<file path="config.mk">
export PLATFORM = sky130hd
export DESIGN_NAME = vector_lane_sequencer
export DESIGN_NICKNAME = d
export VERILOG_FILES = /design/src/rtl/vector_lane_sequencer.sv
export SDC_FILE = /design/constraint.sdc
export NUM_CORES = 2
export LEC_CHECK = 0
export CAP_MARGIN = 10
export CORE_AREA = 2 2 460 462
export DETAILED_ROUTE_END_ITERATION = 8
export DIE_AREA = 0 0 462 464
export PLACE_DENSITY = 0.53
export SETUP_SLACK_MARGIN = 0.02
export SYNTH_ARGS = -nofsm -noshare
export SYNTH_HDL_FRONTEND = slang
export SYNTH_SLANG_ARGS = --single-unit
</file>
<file path="constraint.sdc">
create_clock -name clk -period 3.12 [get_ports clk]
set_input_delay 0.624 -clock clk [delete_from_list [all_inputs] [get_ports clk]]
set_output_delay 0.624 -clock clk [all_outputs]
set_load 0.01 [all_outputs]
</file>
<file path="src/rtl/vector_lane_sequencer.sv">
// vector_lane_sequencer
//   Issue side of the vector lane interface. Takes one whole-register vector
//   op from dispatch, splits it into beats of NUM_LANES elements, drives the
//   lanes one beat per cycle, gathers the lane results back into a packed vd
//   and hands vd out on a valid/ready response port.
//
// Ports
//   clk, rst_n         clock (rising edge), asynchronous active-low reset
//   flush              synchronous squash of whatever op is in flight
//   req_*              op request (valid/ready, vs1, vs2, op code, vl, tag)
//   lane_op1/op2       per-lane operands, lane i at [i*ELEN +: ELEN]
//   lane_vec_op        op code shared by all lanes
//   lane_valid_in      per-lane issue strobe
//   lane_result        per-lane results
//   lane_valid_out     per-lane result strobe, one cycle after lane_valid_in
//   resp_*             response (valid/ready, packed vd, tag, clamped vl)
module vector_lane_sequencer #(
  parameter int ELEN      = 32,
  parameter int NUM_LANES = 4,
  parameter int VLEN      = 256,
  localparam int MAX_ELEMS = VLEN / ELEN,
  localparam int VLW       = $clog2(MAX_ELEMS + 1)
) (
  input  logic                      clk,
  input  logic                      rst_n,
  input  logic                      flush,
  input  logic                      req_valid,
  output logic                      req_ready,
  input  logic [VLEN-1:0]           req_vs1,
  input  logic [VLEN-1:0]           req_vs2,
  input  logic [3:0]                req_vec_op,
  input  logic [VLW-1:0]            req_vl,
  input  logic [5:0]                req_tag,
  output logic [NUM_LANES*ELEN-1:0] lane_op1,
  output logic [NUM_LANES*ELEN-1:0] lane_op2,
  output logic [3:0]                lane_vec_op,
  output logic [NUM_LANES-1:0]      lane_valid_in,
  input  logic [NUM_LANES*ELEN-1:0] lane_result,
  input  logic [NUM_LANES-1:0]      lane_valid_out,
  output logic                      resp_valid,
  input  logic                      resp_ready,
  output logic [VLEN-1:0]           resp_vd,
  output logic [5:0]                resp_tag,
  output logic [VLW-1:0]            resp_vl
);

  localparam int MAX_BEATS = MAX_ELEMS / NUM_LANES;
  localparam int BW        = $clog2(MAX_BEATS + 1);

  typedef enum logic [1:0] {IDLE, ISSUE, WAIT, DONE} state_t;

  state_t                      state;
  logic [VLEN-1:0]             vs1_q;
  logic [VLEN-1:0]             vs2_q;
  logic [VLW-1:0]              collected_q;
  logic [BW-1:0]               beats_q;
  logic [BW-1:0]               issue_beat_q;
  logic [BW-1:0]               collect_beat_q;

  logic [VLW-1:0]              vl_clamped;
  logic [BW-1:0]               req_beats;
  logic [VLEN-1:0]             src_vs1;
  logic [VLEN-1:0]             src_vs2;
  int                          src_vl;
  int                          src_beat;
  logic [NUM_LANES*ELEN-1:0]   beat_op1;
  logic [NUM_LANES*ELEN-1:0]   beat_op2;
  logic [NUM_LANES-1:0]        beat_valid;
  logic [VLW-1:0]              pop_cnt;
  logic [VLW-1:0]              collected_next;
  logic                        collecting;

  always_comb begin
    vl_clamped = (int'(req_vl) > MAX_ELEMS) ? VLW'(MAX_ELEMS) : req_vl;
    req_beats  = BW'((int'(vl_clamped) + NUM_LANES - 1) / NUM_LANES);
  end

  // One beat builder serves both the accept edge (beat 0 straight from the
  // request so it is on the lanes the cycle after accept) and later beats
  // from the captured operands.
  always_comb begin
    beat_op1   = '0;
    beat_op2   = '0;
    beat_valid = '0;
    if (state == IDLE) begin
      src_vs1  = req_vs1;
      src_vs2  = req_vs2;
      src_vl   = int'(vl_clamped);
      src_beat = 0;
    end else begin
      src_vs1  = vs1_q;
      src_vs2  = vs2_q;
      src_vl   = int'(resp_vl);
      src_beat = int'(issue_beat_q);
    end
    for (int i = 0; i < NUM_LANES; i++) begin
      if (src_beat * NUM_LANES + i < MAX_ELEMS) begin
        beat_op1[i*ELEN +: ELEN] = src_vs1[(src_beat * NUM_LANES + i) * ELEN +: ELEN];
        beat_op2[i*ELEN +: ELEN] = src_vs2[(src_beat * NUM_LANES + i) * ELEN +: ELEN];
        beat_valid[i]            = (src_beat * NUM_LANES + i < src_vl);
      end
    end
  end

  // Results only count while an op is actually outstanding; strobes that
  // arrive after a flush land in IDLE and are dropped here.
  always_comb begin
    pop_cnt = '0;
    for (int i = 0; i < NUM_LANES; i++) begin
      pop_cnt = pop_cnt + VLW'(lane_valid_out[i]);
    end
    collecting     = (state == ISSUE) || (state == WAIT);
    collected_next = collected_q + pop_cnt;
  end

  always_ff @(posedge clk or negedge rst_n) begin
    if (!rst_n) begin
      state          <= IDLE;
      vs1_q          <= '0;
      vs2_q          <= '0;
      collected_q    <= '0;
      beats_q        <= '0;
      issue_beat_q   <= '0;
      collect_beat_q <= '0;
      req_ready      <= 1'b1;
      lane_op1       <= '0;
      lane_op2       <= '0;
      lane_vec_op    <= '0;
      lane_valid_in  <= '0;
      resp_valid     <= 1'b0;
      resp_vd        <= '0;
      resp_tag       <= '0;
      resp_vl        <= '0;
    end else if (flush) begin
      state         <= IDLE;
      lane_valid_in <= '0;
      resp_valid    <= 1'b0;
      req_ready     <= 1'b1;
    end else begin
      // A beat's results share one collect index, so lane i of collect beat
      // cb always lands in element cb*NUM_LANES+i.
      if (collecting && (lane_valid_out != '0)) begin
        collect_beat_q <= collect_beat_q + 1'b1;
        collected_q    <= collected_next;
        for (int i = 0; i < NUM_LANES; i++) begin
          if (lane_valid_out[i] &&
              (int'(collect_beat_q) * NUM_LANES + i < MAX_ELEMS)) begin
            resp_vd[(int'(collect_beat_q) * NUM_LANES + i) * ELEN +: ELEN]
              <= lane_result[i*ELEN +: ELEN];
          end
        end
      end

      case (state)
        IDLE: begin
          if (req_valid) begin
            vs1_q          <= req_vs1;
            vs2_q          <= req_vs2;
            lane_vec_op    <= req_vec_op;
            resp_tag       <= req_tag;
            resp_vl        <= vl_clamped;
            beats_q        <= req_beats;
            resp_vd        <= '0;
            collected_q    <= '0;
            collect_beat_q <= '0;
            req_ready      <= 1'b0;
            if (vl_clamped == '0) begin
              state      <= DONE;
              resp_valid <= 1'b1;
            end else begin
              state         <= ISSUE;
              lane_op1      <= beat_op1;
              lane_op2      <= beat_op2;
              lane_valid_in <= beat_valid;
              issue_beat_q  <= BW'(1);
            end
          end
        end
        ISSUE: begin
          if (issue_beat_q == beats_q) begin
            lane_valid_in <= '0;
            state         <= WAIT;
          end else begin
            lane_op1      <= beat_op1;
            lane_op2      <= beat_op2;
            lane_valid_in <= beat_valid;
            issue_beat_q  <= issue_beat_q + 1'b1;
          end
        end
        WAIT: begin
          if (collected_next == resp_vl) begin
            state      <= DONE;
            resp_valid <= 1'b1;
          end
        end
        DONE: begin
          if (resp_ready) begin
            state      <= IDLE;
            resp_valid <= 1'b0;
            req_ready  <= 1'b1;
          end
        end
        default: state <= IDLE;
      endcase
    end
  end

endmodule

</file>
==> results.md <==
- Via count: 34090
- Synth area leader: dfrtp_1
- Initial Utilization: 22.25%
- Max Clock Freq: 332.3 MHz
- Sequential share of the synthesized area: 56.80%
- CP arrival: 3.64 ns
- Area of the multi-input gates: about 19000 µm²
- Synth warn: 0
- DRC Markers: 0
- DPL Wire Length: approximately 140000 µm
- Worst r2r path cells: 9
- DR pass1 iterations: 5
- Max IR drop VDD: between 500 and 600 µV
- Clk_lat worst skew: 0.77 ns
- Setup crit start kind: primary input
- Unrepaired setup endpoints after global routing: false
- Net count after synthesis: about 4000
- # setup viols final: 0
- Synth Cell Area: roughly 47000 µm²
- Number of global-route vias before repair: 35480
- Number of synthesized register bits: 1056
- Max Cap Viol: 0
- Pins Over Slew Limit: 0
- WS Path Type: primary input to flop
- Critical Path Sink Type: flop
- ANT nets after route: 0
- Cells after DPL: roughly 7200
- Layout filler cell count: 20799
- Crit share post-route: roughly 96%
- GPL Wtd Cong: 0.8743
- H-tree depth: 3
- Slew Limit Headroom: 43.06%
- Post-synth ARST share: 100.0%
- Synth Area per Inst: 14.10 µm²
- Hold Path Class: primary input to async pin
- Final min period: roughly 3.0 ns
- RR Endpoint: lane_op1[12]
- NumNets Final: 5182
- Critical path peak fanout: 3
- DR iter-0 viols: 2157
- Largest net degree at the start of global routing: around 110
- Worst hold slack: 0.4172 ns
- Die span in x: 462 µm
- Status: finished, final reports clean
- Count of boundary I/O pins: 1195
- Sequential Area: 26430 µm²
- Setup TNS: 0 ns
- Drt wl/cell: 24.72 µm
- Total setup buffers inserted after CTS: 0
- Syn Inst Count: 3300
- Flop2flop setup slack: 0.44 ns
- First-pass GRT wire length: roughly 260000 µm
- CP endpoint: state[1]
- Required time worst endpoint: 3.75 ns
- Top cells by area, synth: dfrtp_1 57%, mux2_2 13%, mux4_2 12%
- Crit path launch: lane_valid_out[3]
- Overall power: 62.53 mW
- CTS tree: done
- Final Non-Filler Cells: 7440
- Clock Skews: 0.04698 ns
- Number of vias per cell: between 4 and 5
- Number of synthesized flops with an enable pin: 0
- Worst r2r src: state[0]
- Pwr/cell area: 933.7 nW/µm²
- GRT Residual Overflow: 0
- GRT Total Usage: 16.63%
- Worst Max-Slew Pin Slew: 0.8521 ns
- Leakage Power: about 27 nW
- Synth cell types: 48
- Layout cells sized above 1: 25.40%
- Design Area, Final: 66970 µm²
- Clock Pin Slew Worst Setup and Hold Paths: 0.06 ns
- WL final: 183900 µm
- CTS buffer count: 121
- Buffers on Ports: 1194
- Die height: 464 µm
- Top FF cell, synth: dfrtp_1
- Die area: between 200000 and 250000 µm²
- CTS Buffer Depth: 3
- Core area: 209200 µm²
- Top-area cell type share of the netlist area: 56.74%
- Initial antenna violation count: 60
- CTS Sinks: around 1100
- Final Hold Vio Count: 0
- Rows: 168
- Clock root cell: clkbuf_16
- Area Growth Syn to Fin: 43.95%
- Cell Area, Placed: 62640 µm²
==> flip-flops by register name, summed over array words and instances (netlist names) <==
signal and count:
req_ready 1, issue_beat_q 2, lane_op1 128, resp_vl 4, resp_tag 6, resp_valid 1
state 2, lane_vec_op 4, vs2_q 256, lane_valid_in 4, beats_q 2, lane_op2 128
vs1_q 256, collect_beat_q 2, collected_q 4, resp_vd 256
==> how the worst min path moves through the flow <==
stage	startpoint	end	slack [ns]	depth (start not counted)
after floorplan	rst_n	beats_q[0]	0.33	0
after global placement	lane_valid_in[3]	lane_valid_in[3]	0.48	2
after detailed placement	lane_valid_in[1]	lane_valid_in[1]	0.48	2
after CTS	lane_result[45]	resp_vd[45]	0.36	3
after global routing	lane_result[41]	resp_vd[169]	0.39	3
final	rst_n	lane_op2[79]	0.42	2
==> cell usage in the layout (no fill, tap or decap), types with 8 or more instances in the layout <==
cell type	netlist	routed
dfrtp_1	1055	1055
clkdlybuf4s50_1	0	1191
nand3_1	260	260
nand2_1	273	272
xnor2_1	8	8
ha_1	13	12
inv_1	17	16
buf_4	86	101
nor2_1	17	14
bufinv_16	0	10
a22o_1	257	257
and3_1	9	9
clkbuf_16	0	124
a21oi_1	260	260
clkbuf_8	0	35
clkinv_2	0	17
mux4_2	256	256
mux2_2	528	528
buf_12	0	70
o21ai_0	8	8
diode_2	0	25
clkbuf_1	63	35
==> stage by stage <==
| step | util [%] | worst slack, ns |
|---|---|---|
| final | 32.02 | 0.1105 |
| after global routing | 32.01 | 0.04294 |
| after CTS | 31.99 | 0.1098 |
| after detailed placement | 29.95 | -0.7372 |
| after global placement | 29.95 | -0.7954 |
| after floorplan | - | 0.05799 |
==> area by class of cell <==
class	count	area share, %
repair buffers	1367	21.12
clock buffers	194	5.548
inverters	18	0.1009
flip-flops and latches	1056	39.46
well taps	2805	5.240
diodes	25	0.09341
multi-input cells	1939	27.63
clock inverters	36	0.8089
==> metal layers <==
layer	track usage, %	routed length [µm]	part of all wire (%)
met1	20.61	73350	40
met2	26.87	87140	47
met3	6.254	18360	10
met4	4.654	4807	2.6
met5	0	236	0.13
==> worst max-delay path, cell delays in order <==
cell and delay, ns:
clkdlybuf4s50_1 0.49, fa_1 0.52, inv_1 0.07, fa_2 0.36
inv_2 0.07, fa_1 0.42, xnor2_1 0.17, nand3_1 0.10
o31a_1 0.33, nor2_2 0.15, mux2_2 0.34
==> power breakdown <==
group | switching, mW | total [mW] | internal, mW
clock | 6.19 | 15.2 | 8.98
combinational | 11.0 | 25.3 | 14.3
sequential | 2.89 | 22.0 | 19.2
total | 20.1 | 62.5 | 42.5
==> timing repair <==
action | CTS | global route
hold buffers | 1 | 0
resized for setup | 0 | 4
endpoints found under the hold margin | 26 | 0
setup endpoints to repair | 0 | 3
==> kinds of logic after synthesis <==
logic type      after synthesis  synth area share [%]
flops                      1056                 56.80
buf+inv                     305                 3.569
xor+xnor                     12                0.2259
simple gates                583                 5.690
fa+ha+maj                    16                0.4787
compound gates              540                 7.982
mux                         788                 25.26
==> cell usage after synthesis (3+ instances only) <==
cell type     n
buf_1         4
buf_4        86
o21ai_0       8
a21oi_1     260
mux2i_1       4
clkbuf_1     63
nor2_1       17
inv_1        17
xnor2_1       8
fa_1          3
dfrtp_1    1055
buf_6         4
mux4_2      256
nor2b_1       5
nor3b_1       4
xor2_1        4
a22o_1      257
nand2_1     273
ha_1         13
nand2b_1      3
and3_1        9
mux2_2      528
buf_2       130
nand3_1     260
a211oi_1      3
(Power assumes the default switching activity.)
